<file path="config.mk">
export PLATFORM = sky130hd
export DESIGN_NAME = sa_psum_drain_flat
export DESIGN_NICKNAME = d
export VERILOG_FILES = /design/src/rtl/sa_pkg.sv /design/src/rtl/sa_psum_drain_if.sv /design/src/rtl/sa_sync_fifo.sv /design/src/rtl/sa_psum_drain.sv /design/src/flat_wrapper.sv
export SDC_FILE = /design/constraint.sdc
export NUM_CORES = 1
export LEC_CHECK = 0
export CAP_MARGIN = 20
export CORE_UTILIZATION = 57
export DETAILED_ROUTE_END_ITERATION = 7
export GPL_TIMING_DRIVEN = 0
export PLACE_DENSITY = 0.78
export SLEW_MARGIN = 25
export SYNTH_ARGS = -nofsm -noshare
export SYNTH_HDL_FRONTEND = slang
export SYNTH_SLANG_ARGS = --single-unit
export TNS_END_PERCENT = 1
</file>
<file path="constraint.sdc">
create_clock -name clk -period 12 [get_ports clk]
set_input_delay 3.6 -clock clk [delete_from_list [all_inputs] [get_ports clk]]
set_output_delay 3.6 -clock clk [all_outputs]
set_load 0.01 [all_outputs]
</file>
<file path="src/rtl/sa_pkg.sv">
// sa_pkg
// Shared types for the systolic-array edge blocks.
//   sa_mode_e  : array operating mode (PRELOAD loads weights, COMPUTE streams psums)
//   psum_row_t : one aligned row of column psums for the default array geometry
package sa_pkg;

  typedef enum logic {
    SA_PRELOAD = 1'b0,
    SA_COMPUTE = 1'b1
  } sa_mode_e;

  localparam int SA_ADD_DATAWIDTH = 32;
  localparam int SA_NUM_COLS      = 4;

  typedef logic [SA_NUM_COLS-1:0][SA_ADD_DATAWIDTH-1:0] psum_row_t;

endpackage

</file>
<file path="src/rtl/sa_psum_drain_if.sv">
// sa_psum_drain_if
// Valid/ready stream carrying aligned psum rows out of the drain.
//   o_valid : drain has a row on o_data (driven by master)
//   o_data  : aligned row, lane c = column c (driven by master)
//   i_ready : consumer accepts the row when o_valid & i_ready (driven by slave)
interface sa_psum_drain_if #(
  parameter int ADD_DATAWIDTH = 32,
  parameter int NUM_COLS      = 4
);
  logic                              o_valid;
  logic                              i_ready;
  logic [NUM_COLS*ADD_DATAWIDTH-1:0] o_data;

  modport master (output o_valid, output o_data, input i_ready);
  modport slave  (input o_valid, input o_data, output i_ready);
endinterface

</file>
<file path="src/rtl/sa_sync_fifo.sv">
// sa_sync_fifo
// Single-clock FIFO holding aligned psum rows.
//   clk, rst_n : clock, synchronous active-low reset
//   clr_i      : synchronous flush, beats any push/pop in the same cycle
//   push_i     : write data_i (accepted when not full, or full with a pop)
//   pop_i      : drop head entry (ignored when empty)
//   data_o     : head entry, forced to zero while empty
//   full_o, empty_o, count_o : occupancy status
module sa_sync_fifo #(
  parameter int WIDTH = 128,
  parameter int DEPTH = 4,
  localparam int AW   = $clog2(DEPTH)
) (
  input  logic             clk,
  input  logic             rst_n,
  input  logic             clr_i,
  input  logic             push_i,
  input  logic [WIDTH-1:0] data_i,
  input  logic             pop_i,
  output logic [WIDTH-1:0] data_o,
  output logic             full_o,
  output logic             empty_o,
  output logic [AW:0]      count_o
);
  logic [WIDTH-1:0] mem_q [DEPTH];
  logic [AW-1:0]    wr_q, wr_d, rd_q, rd_d;
  logic [AW:0]      cnt_q, cnt_d;
  logic             push_ok, pop_ok;

  assign empty_o = (cnt_q == '0);
  assign full_o  = (cnt_q == (AW+1)'(DEPTH));
  assign count_o = cnt_q;
  // A full FIFO still takes a push when the head leaves in the same cycle.
  assign pop_ok  = pop_i && !empty_o;
  assign push_ok = push_i && (!full_o || pop_ok);
  assign data_o  = empty_o ? '0 : mem_q[rd_q];

  always_comb begin
    wr_d  = push_ok ? AW'(wr_q + 1'b1) : wr_q;
    rd_d  = pop_ok  ? AW'(rd_q + 1'b1) : rd_q;
    cnt_d = cnt_q;
    if (push_ok && !pop_ok)      cnt_d = cnt_q + 1'b1;
    else if (!push_ok && pop_ok) cnt_d = cnt_q - 1'b1;
  end

  always_ff @(posedge clk) begin
    if (!rst_n || clr_i) begin
      wr_q  <= '0;
      rd_q  <= '0;
      cnt_q <= '0;
    end else begin
      wr_q  <= wr_d;
      rd_q  <= rd_d;
      cnt_q <= cnt_d;
    end
  end

  always_ff @(posedge clk) begin
    if (push_ok) mem_q[wr_q] <= data_i;
  end
endmodule

</file>
<file path="src/rtl/sa_psum_drain.sv">
// sa_psum_drain
// Bottom edge of the systolic array: captures the skewed column psums, aligns
// them into one row, buffers rows and hands them out over valid/ready. The
// array cannot stall, so a row that finds the buffer full is dropped and
// o_overflow latches.
//   clk, rst_n   : clock, synchronous active-low reset
//   i_mode       : SA_PRELOAD ignores i_psum_valid, SA_COMPUTE launches rows
//   i_clear      : synchronous flush of deskew tags, FIFO and overflow flag
//   i_psum_valid : column-0 psum of a new row is on lane 0 this cycle
//   i_psum       : bottom-row psums, lane c = column c (column c lags by c cycles)
//   out_if       : aligned row stream (o_valid / o_data / i_ready)
//   o_count      : FIFO occupancy
//   o_overflow   : sticky, a completed row was dropped
module sa_psum_drain
  import sa_pkg::*;
#(
  parameter int ADD_DATAWIDTH = 32,
  parameter int NUM_COLS      = 4,
  parameter int FIFO_DEPTH    = 4
) (
  input  logic                              clk,
  input  logic                              rst_n,
  input  sa_mode_e                          i_mode,
  input  logic                              i_clear,
  input  logic                              i_psum_valid,
  input  logic [NUM_COLS*ADD_DATAWIDTH-1:0] i_psum,
  sa_psum_drain_if.master                   out_if,
  output logic [$clog2(FIFO_DEPTH):0]       o_count,
  output logic                              o_overflow
);
  localparam int LW = ADD_DATAWIDTH;

  logic                   launch;
  logic [NUM_COLS-1:0]    en;     // en[c]: some row's tag sits at stage c this cycle
  logic [NUM_COLS*LW-1:0] row;
  logic                   push, pop, full, empty;
  logic                   overflow_q, overflow_d;

  assign launch = i_psum_valid && (i_mode == SA_COMPUTE);
  assign en[0]  = launch;

  // Tag pipeline: stage k holds the row launched k cycles ago.
  if (NUM_COLS > 1) begin : g_tag
    logic [NUM_COLS-1:1] tag_q, tag_d;

    assign tag_d            = en[NUM_COLS-2:0];
    assign en[NUM_COLS-1:1] = tag_q;

    always_ff @(posedge clk) begin
      if (!rst_n || i_clear) tag_q <= '0;
      else                   tag_q <= tag_d;
    end
  end

  // Lane c is sampled when the tag reaches stage c, then walks NUM_COLS-1-c
  // registers so it lines up with the last lane, which is used straight off
  // the input on the push cycle.
  for (genvar c = 0; c < NUM_COLS-1; c++) begin : g_lane
    logic [LW-1:0] dly_q [NUM_COLS-1-c];

    always_ff @(posedge clk) begin
      if (en[c]) dly_q[0] <= i_psum[c*LW +: LW];
      for (int j = 1; j < NUM_COLS-1-c; j++) begin
        if (en[c+j]) dly_q[j] <= dly_q[j-1];
      end
    end

    assign row[c*LW +: LW] = dly_q[NUM_COLS-2-c];
  end
  assign row[(NUM_COLS-1)*LW +: LW] = i_psum[(NUM_COLS-1)*LW +: LW];

  assign push = en[NUM_COLS-1] && !i_clear;
  // o_valid comes from FIFO state only, so i_ready never reaches it combinationally.
  assign pop  = out_if.o_valid && out_if.i_ready;

  sa_sync_fifo #(
    .WIDTH (NUM_COLS*LW),
    .DEPTH (FIFO_DEPTH)
  ) u_fifo (
    .clk     (clk),
    .rst_n   (rst_n),
    .clr_i   (i_clear),
    .push_i  (push),
    .data_i  (row),
    .pop_i   (pop),
    .data_o  (out_if.o_data),
    .full_o  (full),
    .empty_o (empty),
    .count_o (o_count)
  );

  assign out_if.o_valid = !empty;

  assign overflow_d = overflow_q || (push && full && !pop);

  always_ff @(posedge clk) begin
    if (!rst_n || i_clear) overflow_q <= 1'b0;
    else                   overflow_q <= overflow_d;
  end

  assign o_overflow = overflow_q;
endmodule

</file>
<file path="src/flat_wrapper.sv">
// flat-port wrapper written by rule: the top's interface ports become plain ports
module sa_psum_drain_flat import sa_pkg::*;
#(
  parameter int ADD_DATAWIDTH = 32,
  parameter int NUM_COLS      = 4,
  parameter int FIFO_DEPTH    = 4
)
  (clk, rst_n, i_mode, i_clear, i_psum_valid, i_psum, o_count, o_overflow, out_if_o_valid, out_if_o_data, out_if_i_ready);
  sa_psum_drain_if #(.ADD_DATAWIDTH(ADD_DATAWIDTH), .NUM_COLS(NUM_COLS)) out_if_i ();
  input  logic clk;
  input  logic rst_n;
  input  sa_mode_e i_mode;
  input  logic i_clear;
  input  logic i_psum_valid;
  input  logic [NUM_COLS*ADD_DATAWIDTH-1:0] i_psum;
  output logic [$clog2(FIFO_DEPTH):0] o_count;
  output logic o_overflow;
  output wire logic [$bits(out_if_i.o_valid)-1:0] out_if_o_valid;
  output wire logic [$bits(out_if_i.o_data)-1:0] out_if_o_data;
  input wire logic [$bits(out_if_i.i_ready)-1:0] out_if_i_ready;
  assign out_if_o_valid = out_if_i.o_valid;
  assign out_if_o_data = out_if_i.o_data;
  assign out_if_i.i_ready = out_if_i_ready;
  sa_psum_drain #(.ADD_DATAWIDTH(ADD_DATAWIDTH), .NUM_COLS(NUM_COLS), .FIFO_DEPTH(FIFO_DEPTH)) u_core (.clk(clk), .rst_n(rst_n), .i_mode(i_mode), .i_clear(i_clear), .i_psum_valid(i_psum_valid), .i_psum(i_psum), .out_if(out_if_i), .o_count(o_count), .o_overflow(o_overflow));
endmodule
</file>
==> metrics.yaml, run 1 <==
status: "completed"
insertion_delay_ns: 0.58
cp_top_family: "buffers and inverters"
crit_path_cell_trace: "or3_1 > clkbuf_1 > clkbuf_1 > and2_1 > clkdlybuf4s50_1"
root_buffer: "clkbuf_16"
ys_types: 25
worst_path_most_repeated_cell: "clkbuf_1"
cts_buffers: 69
fin_skew_ns: 0.0193
dr.pass1.iters: 5
r2r_slack_ns: 9.45
syn_inst: 1063
synth_common_cells: "704 x edfxtp_1, 136 x and2_1, 128 x mux4_2"
end_kind: "primary output"
worst_slack_ns: 5.02
crit_buf_inv: 3
critical_path_arrival_ns: 3.38
cts_tree: "built"
routed_wl_um: 47700
ys_seq_area_frac: 0.830
htreeDepth: 3
period_share: 0.582
cts_setup_buffers: 0
finalSetupViolCount: 0
rsz0062_at_grt: "false"
ys_ff_latch: 717
grt_pass1_wl_um: 71600
die_h_um: 215
avgSynthCellArea_um2: 24.3
cp-start-kind: "register"
cts.sinks: 717
path_max_fanout: 10
grt_pass1_vias: 12030
tightest_slew_ns: 1.01
grt_busiest_layer: "met2"
grt_util_met2: 0.349
maxSlewViolCount: 0
syn2layout_area_growth_pct: 23.0
crit_required_ns: 8.40
crit_path_max_incr_delay_ns: 0.77
fmax_mhz: 143
grt.total_usage: 0.211
path_clk_slew_ns: 0.06
layout-drive-gt1-share: 0.183
async_flop_share: 0
die-area_mm2: 0.0461
critical_path_class: "reg -> out"
viasPerCell: 5.56
critPathSlowestCell: "clkbuf_1"
yosys.area.top_type_share: 0.820
clockBufferDepth: 3
core_mm2: 0.0444
io_buffers: 266
detailed_place_hpwl_um: 28600
synth_edf_count: 704
grtUsageMet3: 0.0400
synth_flop_cell: "edfxtp_1"
synth_area_mm2: 0.0258
dp_slack_ns: 5.52
finalWeightedCongestion: 0.752
grt_max_degree: 43
power.leakage_nw: 9.98
drv_cap: 0
yosysWarnings: 0
drc: 0
antenna_found_initial: 4
nNetsFinal: 1556
initial_core_util: 0.580
period_needed_ns: 6.98
ir_drop_uv: 184
drt-wirelength-per-cell_um: 23.1
netlist_top_cells_area: "edfxtp_1 82%, mux4_2 11%, and2_1 3.3%, dfxtp_1 1.0%, buf_12 0.78%"
synth_most_common_cell: "edfxtp_1"
synth_fp_nets: 1203
yosysTopAreaCell: "edfxtp_1"
relSlewSlack: 0.326
grt-ovfl-total: 0
met1_usage: 0.286
io_pins: 267
finalHoldViolCount: 0
drt_iter0_markers: 898
fin_setup_tns_ns: 0
row_count: 77
cts_hold_buf: 0
min_path_type: "reg -> reg"
p_per_area_mw_per_mm2: 153
post_cts_resized: 0
fp.dieW_um: 215
ant_nets: 0
vias: 11471
area by class of cell:
cell class,instances,area [um2]
flip-flops and latches,717,21400
fillers,2624,12700
multi-input cells,299,4010
repair buffers,282,3040
clock buffers,84,1830
well taps,592,741
plain buffers,43,370
clock inverters,37,300
inverters,4,15.0
diodes,4,10.0
where the power goes:
part | total [mW] | leakage, nW | internal (mW) | switching, mW
combinational | 0.0644 | 2.48 | 0.0430 | 0.0214
clock | 2.03 | 1.04 | 1.17 | 0.864
sequential | 2.75 | 6.45 | 2.74 | 0.00621
sequential cells by signal (all words and copies together), names as in the netlist, named ones only:
signal,flops
u_core.u_fifo.rd_q,2
u_core.o_overflow,1
u_core.g_tag.tag_q,3
u_core.u_fifo.wr_q,2
u_core.u_fifo.mem_q,512
u_core.u_fifo.count_o,3
u_core.g_lane.dly_q,192
metal layers:
layer  part of all wire  vias up  routed length [um]
li1                   -     5066                   -
met1               0.40     5904               19300
met2               0.51      427               24300
met3              0.061       74                2920
met4              0.025        0                1200
met5                  0        -                   0
logic make-up (layout without fill, tap and decap cells):
kind of cell / count (synthesis) / count (layout) / share of synthesized area
flip-flops: 717 / 717 / 0.830
AND/OR/NAND/NOR: 153 / 153 / 0.0363
multiplexers: 130 / 130 / 0.113
buffers and inverters: 47 / 450 / 0.0149
adder cells (fa/ha/maj): 6 / 6 / 0.00320
AO/OA/AOI/OAI: 6 / 6 / 0.00146
XOR/XNOR: 4 / 4 / 0.00136
other: 0 / 4 / 0
worst register-to-register path, cell delays in order (launching register included):
cell and delay, ns:
dfxtp_1 0.49, nor4b_1 0.13, nor2_1 0.43, and2_4 0.46, buf_12 0.24, buf_12 0.23, buf_12 0.22
layout by cell type (no fill, tap or decap), types with 5 or more instances in the layout:
| cell type | netlist | routed |
|---|---|---|
| and2_1 | 136 | 131 |
| nor2_1 | 7 | 7 |
| edfxtp_1 | 704 | 704 |
| dfxtp_1 | 13 | 11 |
| mux4_2 | 128 | 128 |
| clkinv_2 | 0 | 10 |
| buf_16 | 0 | 7 |
| buf_12 | 10 | 19 |
| ha_1 | 5 | 5 |
| clkdlybuf4s50_1 | 0 | 266 |
| clkbuf_16 | 0 | 71 |
| clkinv_1 | 0 | 17 |
| clkbuf_1 | 16 | 29 |
| buf_2 | 13 | 13 |
final timing paths:
path                                      start                             to  depth (start not counted)
setup / recovery       u_core.u_fifo.count_o[0]              out_if_o_data[58]                          5
hold / removal    u_core.g_lane[1].dly_q[0][28]  u_core.g_lane[1].dly_q[0][60]                          0
setup reg to reg       u_core.u_fifo.count_o[0]     u_core.u_fifo.mem_q[2][32]                          6
hold reg to reg   u_core.g_lane[1].dly_q[0][28]  u_core.g_lane[1].dly_q[0][60]                          0
stage by stage:
stage | power (mW) | hold slack (ns) | area (um2) | cells | utilization
6_report | 4.85 | 0.414 | 31700 | 2062 | 0.714
5_1_grt | 4.99 | 0.419 | 31700 | 2062 | 0.714
4_1_cts | 4.89 | 0.414 | 31700 | 2058 | 0.714
3_5_place_dp | 2.87 | 0.405 | 29600 | 1937 | 0.666
3_3_place_gp | 2.86 | 0.401 | 29200 | 1921 | 0.657
2_1_floorplan | 2.81 | 0.400 | 25800 | 1063 | -
Power figures use the tool's default switching activity.
==> run 2: changes to the inputs <==
CORE_UTILIZATION = 51   (was 57)
PLACE_DENSITY = 0.74   (was 0.78)
clock period = 5.75 ns   (was 12 ns; I/O delays follow)
==> metrics.yaml, run 2 (synthesis results as in run 1) <==
ant_nets: 0
layout_commonest_cell: "edfxtp_1"
critical_path_arrival_ns: 3.21
htreeDepth: 3
critical_path_class: "reg -> out"
finalSetupViolCount: 0
fin_util: 0.640
post_cts_resized: 0
viasPerCell: 5.27
dp_slack_ns: 1.35
drt_iter0_markers: 752
regMostFlops: "u_core.u_fifo.mem_q"
status: "completed"
insertion_delay_ns: 0.59
nNetsFinal: 1560
fmax_mhz: 202
cts.sinks: 717
finalHoldViolCount: 0
core_mm2: 0.0500
cp_top_family: "buffers and inverters"
io_pins: 267
fin_skew_ns: 0.0115
detailed_place_hpwl_um: 29300
rsz0062_at_grt: "false"
grt_max_degree: 44
drv_cap: 0
root_buffer: "clkbuf_16"
drc: 0
end_kind: "primary output"
fin_setup_tns_ns: 0
tightest_slew_ns: 1.02
cp-start-kind: "register"
fp.dieW_um: 227
grt-ovfl-total: 0
relSlewSlack: 0.321
period_share: 0.859
die-area_mm2: 0.0515
routed_wl_um: 48100
layout-drive-gt1-share: 0.194
path_max_fanout: 10
grt.total_usage: 0.191
drt-wirelength-per-cell_um: 22.4
io_buffers: 266
initial_core_util: 0.516
path_clk_slew_ns: 0.06
worst_slack_ns: 0.811
ir_drop_uv: 252
vias: 11332
dr.pass1.iters: 5
mostFrequentLayoutCells: "704 x edfxtp_1, 266 x clkdlybuf4s50_1, 131 x and2_1, 128 x mux4_2, 75 x clkbuf_16"
period_needed_ns: 4.94
power.leakage_nw: 10.1
maxSlewViolCount: 0
p_per_area_mw_per_mm2: 323
antenna_found_initial: 2
cts_buffers: 71
grt_pass1_wl_um: 71200
crit_path_max_incr_delay_ns: 0.76
reg.largest.list: "u_core.u_fifo.mem_q x512, u_core.g_lane.dly_q x192"
min_path_type: "reg -> reg"
cts_tree: "built"
clockBufferDepth: 3
crit_buf_inv: 3
cts_hold_buf: 0
largest_reg_flops: 512
crit_path_cell_trace: "clkbuf_1 > buf_2 > mux4_2 > and2_1 > clkdlybuf4s50_1"
row_count: 82
cts_setup_buffers: 0
finalWeightedCongestion: 0.694
syn2layout_area_growth_pct: 24.1
grt_pass1_vias: 11915
crit_required_ns: 4.03
critPathSlowestCell: "clkbuf_1"
die_h_um: 227
## run 2: cell types whose count changed in the layout (fill, tap and decap cells not counted), sizes merged
cell / previous run / this run
diode: 4 / 2
inv: 6 / 8
clkinvlp: 1 / 5
bufinv: 4 / 5
buf: 43 / 45
clkbuf: 100 / 102
## run 2: worst paths after layout
path	from	depth (start not counted)	endpoint	slack, ns
min reg2reg	u_core.g_lane[1].dly_q[0][19]	0	u_core.g_lane[1].dly_q[0][51]	0.41
max reg2reg	u_core.u_fifo.count_o[0]	6	u_core.u_fifo.mem_q[3][34]	3.23
max	register	5	out_if_o_data[56]	0.81
min	u_core.g_lane[1].dly_q[0][19]	0	u_core.g_lane[1].dly_q[0][51]	0.41
## run 2: power by group
group          switching [mW]  internal, mW
Clock                    1.87          2.61
Combinational          0.0434        0.0915
Sequential             0.0133          5.72
Total                    1.92          8.43
## run 2: cell type report
type                    count  area [um2]
diodes                      2        5.00
plain buffers              43         372
clock buffers              86        1920
clock inverters            44         360
fillers                  3318       18000
inverters                   4        15.0
multi-input cells         299        4010
flip-flops and latches    717       21400
well taps                 672         841
repair buffers            284        3070
## run 2: worst reg2reg max path, cell delays in order (launching register included)
cell and delay, ns:
dfxtp_1 0.48, nor4b_1 0.14, nor2_1 0.39, and2_4 0.46, buf_12 0.26, buf_12 0.24, buf_12 0.22
## run 2: per-layer routing
metal | GRT usage | wire (um)
met5 | 0 | 14
met1 | 0.245 | 19300
met4 | 0.0636 | 892
met2 | 0.324 | 25000
met3 | 0.0425 | 2930
## run 2: metrics by stage
stage | instances | total power [mW] | instance area (um2) | hold slack, ns
CTS | 2149 | 10.5 | 32000 | 0.414
floorplan | 1063 | 5.86 | 25800 | 0.400
finish | 2151 | 10.3 | 32000 | 0.407
global placement | 2001 | 5.98 | 29300 | 0.401
global route | 2149 | 10.7 | 32000 | 0.422
detailed placement | 2019 | 5.98 | 29700 | 0.405
==> run 3: changes to the inputs <==
CTS_CLUSTER_SIZE = 14   (was not set)
==> metrics.yaml, run 3 (synthesis results as in run 1) <==
reg.largest.list: "u_core.u_fifo.mem_q x512, u_core.g_lane.dly_q x192"
syn2layout_area_growth_pct: 24.2
finalWeightedCongestion: 0.694
total_power_mw: 10.4
drt_iter0_markers: 773
drv_cap: 0
p_comb_frac: 0.013
die-area_mm2: 0.0515
drt-wirelength-per-cell_um: 22.4
initial_core_util: 0.516
min_path_type: "reg -> reg"
path_max_fanout: 10
maxSlewViolCount: 0
viasPerCell: 5.27
critical_path_arrival_ns: 3.21
crit_required_ns: 4.03
routed_wl_um: 48100
relSlewSlack: 0.329
finalHoldViolCount: 0
final_cell_area_mm2: 0.0320
root_buffer: "clkbuf_16"
core_mm2: 0.0500
mostFrequentLayoutCells: "704 x edfxtp_1, 266 x clkdlybuf4s50_1, 131 x and2_1, 128 x mux4_2, 75 x clkbuf_16"
ir_drop_uv: 266
grt-ovfl-total: 0
htreeDepth: 3
placed_area_mm2: 0.0297
tightest_slew_ns: 1.01
die_h_um: 227
grt.total_usage: 0.191
io_buffers: 266
insertion_delay_ns: 0.59
endpoint: "out_if_o_data[56]"
clockBufferDepth: 3
r2r_slack_ns: 3.22
grt_pass1_wl_um: 71000
dr.pass1.iters: 5
grt_pass1_vias: 11872
fillers: 3311
antenna_found_initial: 2
drc: 0
status: "completed"
cts_buffers: 71
power.leakage_nw: 10.1
fin_skew_ns: 0.0121
p_switching_mw: 1.92
rsz0062_at_grt: "false"
hold-worst-slack_ns: 0.407
cp-start-kind: "register"
r2r_cells: 6
fin_util: 0.641
grt_max_degree: 44
critical_path_class: "reg -> out"
finalSetupViolCount: 0
r2r-start: "u_core.u_fifo.count_o[0]"
largest_reg_flops: 512
layout_commonest_cell: "edfxtp_1"
end_kind: "primary output"
p_per_area_mw_per_mm2: 325
regMostFlops: "u_core.u_fifo.mem_q"
power_frac_seq: 0.552
cts_hold_buf: 0
io_pins: 267
cts_tree: "built"
vias: 11341
timing.rr.end: "u_core.u_fifo.mem_q[3][34]"
pwr-share-clk: 0.435
fp.dieW_um: 227
layout-drive-gt1-share: 0.192
fmax_mhz: 203
post_cts_resized: 0
path_clk_slew_ns: 0.06
ant_nets: 0
detailed_place_hpwl_um: 29300
p_int_mw: 8.47
cts_setup_buffers: 0
period_needed_ns: 4.93
row_count: 82
cts.sinks: 717
swShare: 0.185
nNetsFinal: 1560
period_share: 0.858
## run 3: changes by cell type in the layout (fill, tap and decap cells not counted), sizes merged
cell | previous run | this run
bufinv | 5 | 6
clkbuf | 102 | 105
clkinv | 30 | 28
clkinvlp | 5 | 3
## run 3: power groups by stage
stage,Clock (mW),Combinational [mW],Sequential [mW]
detailed placement,0,0.136,5.85
floorplan,0,0.0132,5.85
CTS,4.63,0.137,5.74
global placement,0,0.124,5.85
global route,4.83,0.144,5.73
finish,4.53,0.135,5.74
## run 3: worst max-delay path, stage by stage (launching register included)
cell and delay, ns:
dfxtp_1 0.32, clkbuf_1 0.75, buf_2 0.45, mux4_2 0.34, and2_1 0.22, clkdlybuf4s50_1 0.51
## run 3: per-stage QoR
stage,setup slack (ns),std cells,TNS [ns]
2_1_floorplan,0.131,1063,0
3_3_place_gp,-3.08,2001,-1557.16
3_5_place_dp,1.35,2019,0
4_1_cts,0.690,2149,0
5_1_grt,0.643,2149,0
6_report,0.815,2151,0
## run 3: how the worst min path moves through the flow
stage | from | end | slack, ns | cells after the start
after floorplan | u_core.g_lane[0].dly_q[0][0] | u_core.g_lane[0].dly_q[0][32] | 0.40 | 0
after global placement | u_core.g_lane[1].dly_q[0][7] | u_core.g_lane[1].dly_q[0][39] | 0.40 | 0
after detailed placement | u_core.g_lane[0].dly_q[0][26] | u_core.g_lane[0].dly_q[0][58] | 0.40 | 0
after CTS | u_core.g_lane[1].dly_q[0][19] | u_core.g_lane[1].dly_q[0][51] | 0.41 | 0
after global routing | u_core.g_lane[0].dly_q[0][13] | u_core.g_lane[0].dly_q[0][45] | 0.42 | 0
final | u_core.g_lane[1].dly_q[0][19] | u_core.g_lane[1].dly_q[0][51] | 0.41 | 0
## run 3: layout make-up
type,instances,area (um2),share of cell area
Sequential cell,717,21400,0.669
Multi-Input combinational cell,299,4010,0.125
Timing Repair Buffer,284,3070,0.0958
Clock buffer,89,1930,0.0603
Tap cell,672,841,0.0263
Buffer,43,372,0.0116
Clock inverter,41,368,0.0115
Inverter,4,15.0,0.000469
Antenna cell,2,5.00,0.000156
## run 3: layer usage
layer  vias up  part of all wire  track usage
li1       5070                 -            -
met1      5866              0.40        0.245
met2       334              0.52        0.323
met3        69             0.059       0.0425
met4         2             0.018       0.0643
met5         -           0.00029            0
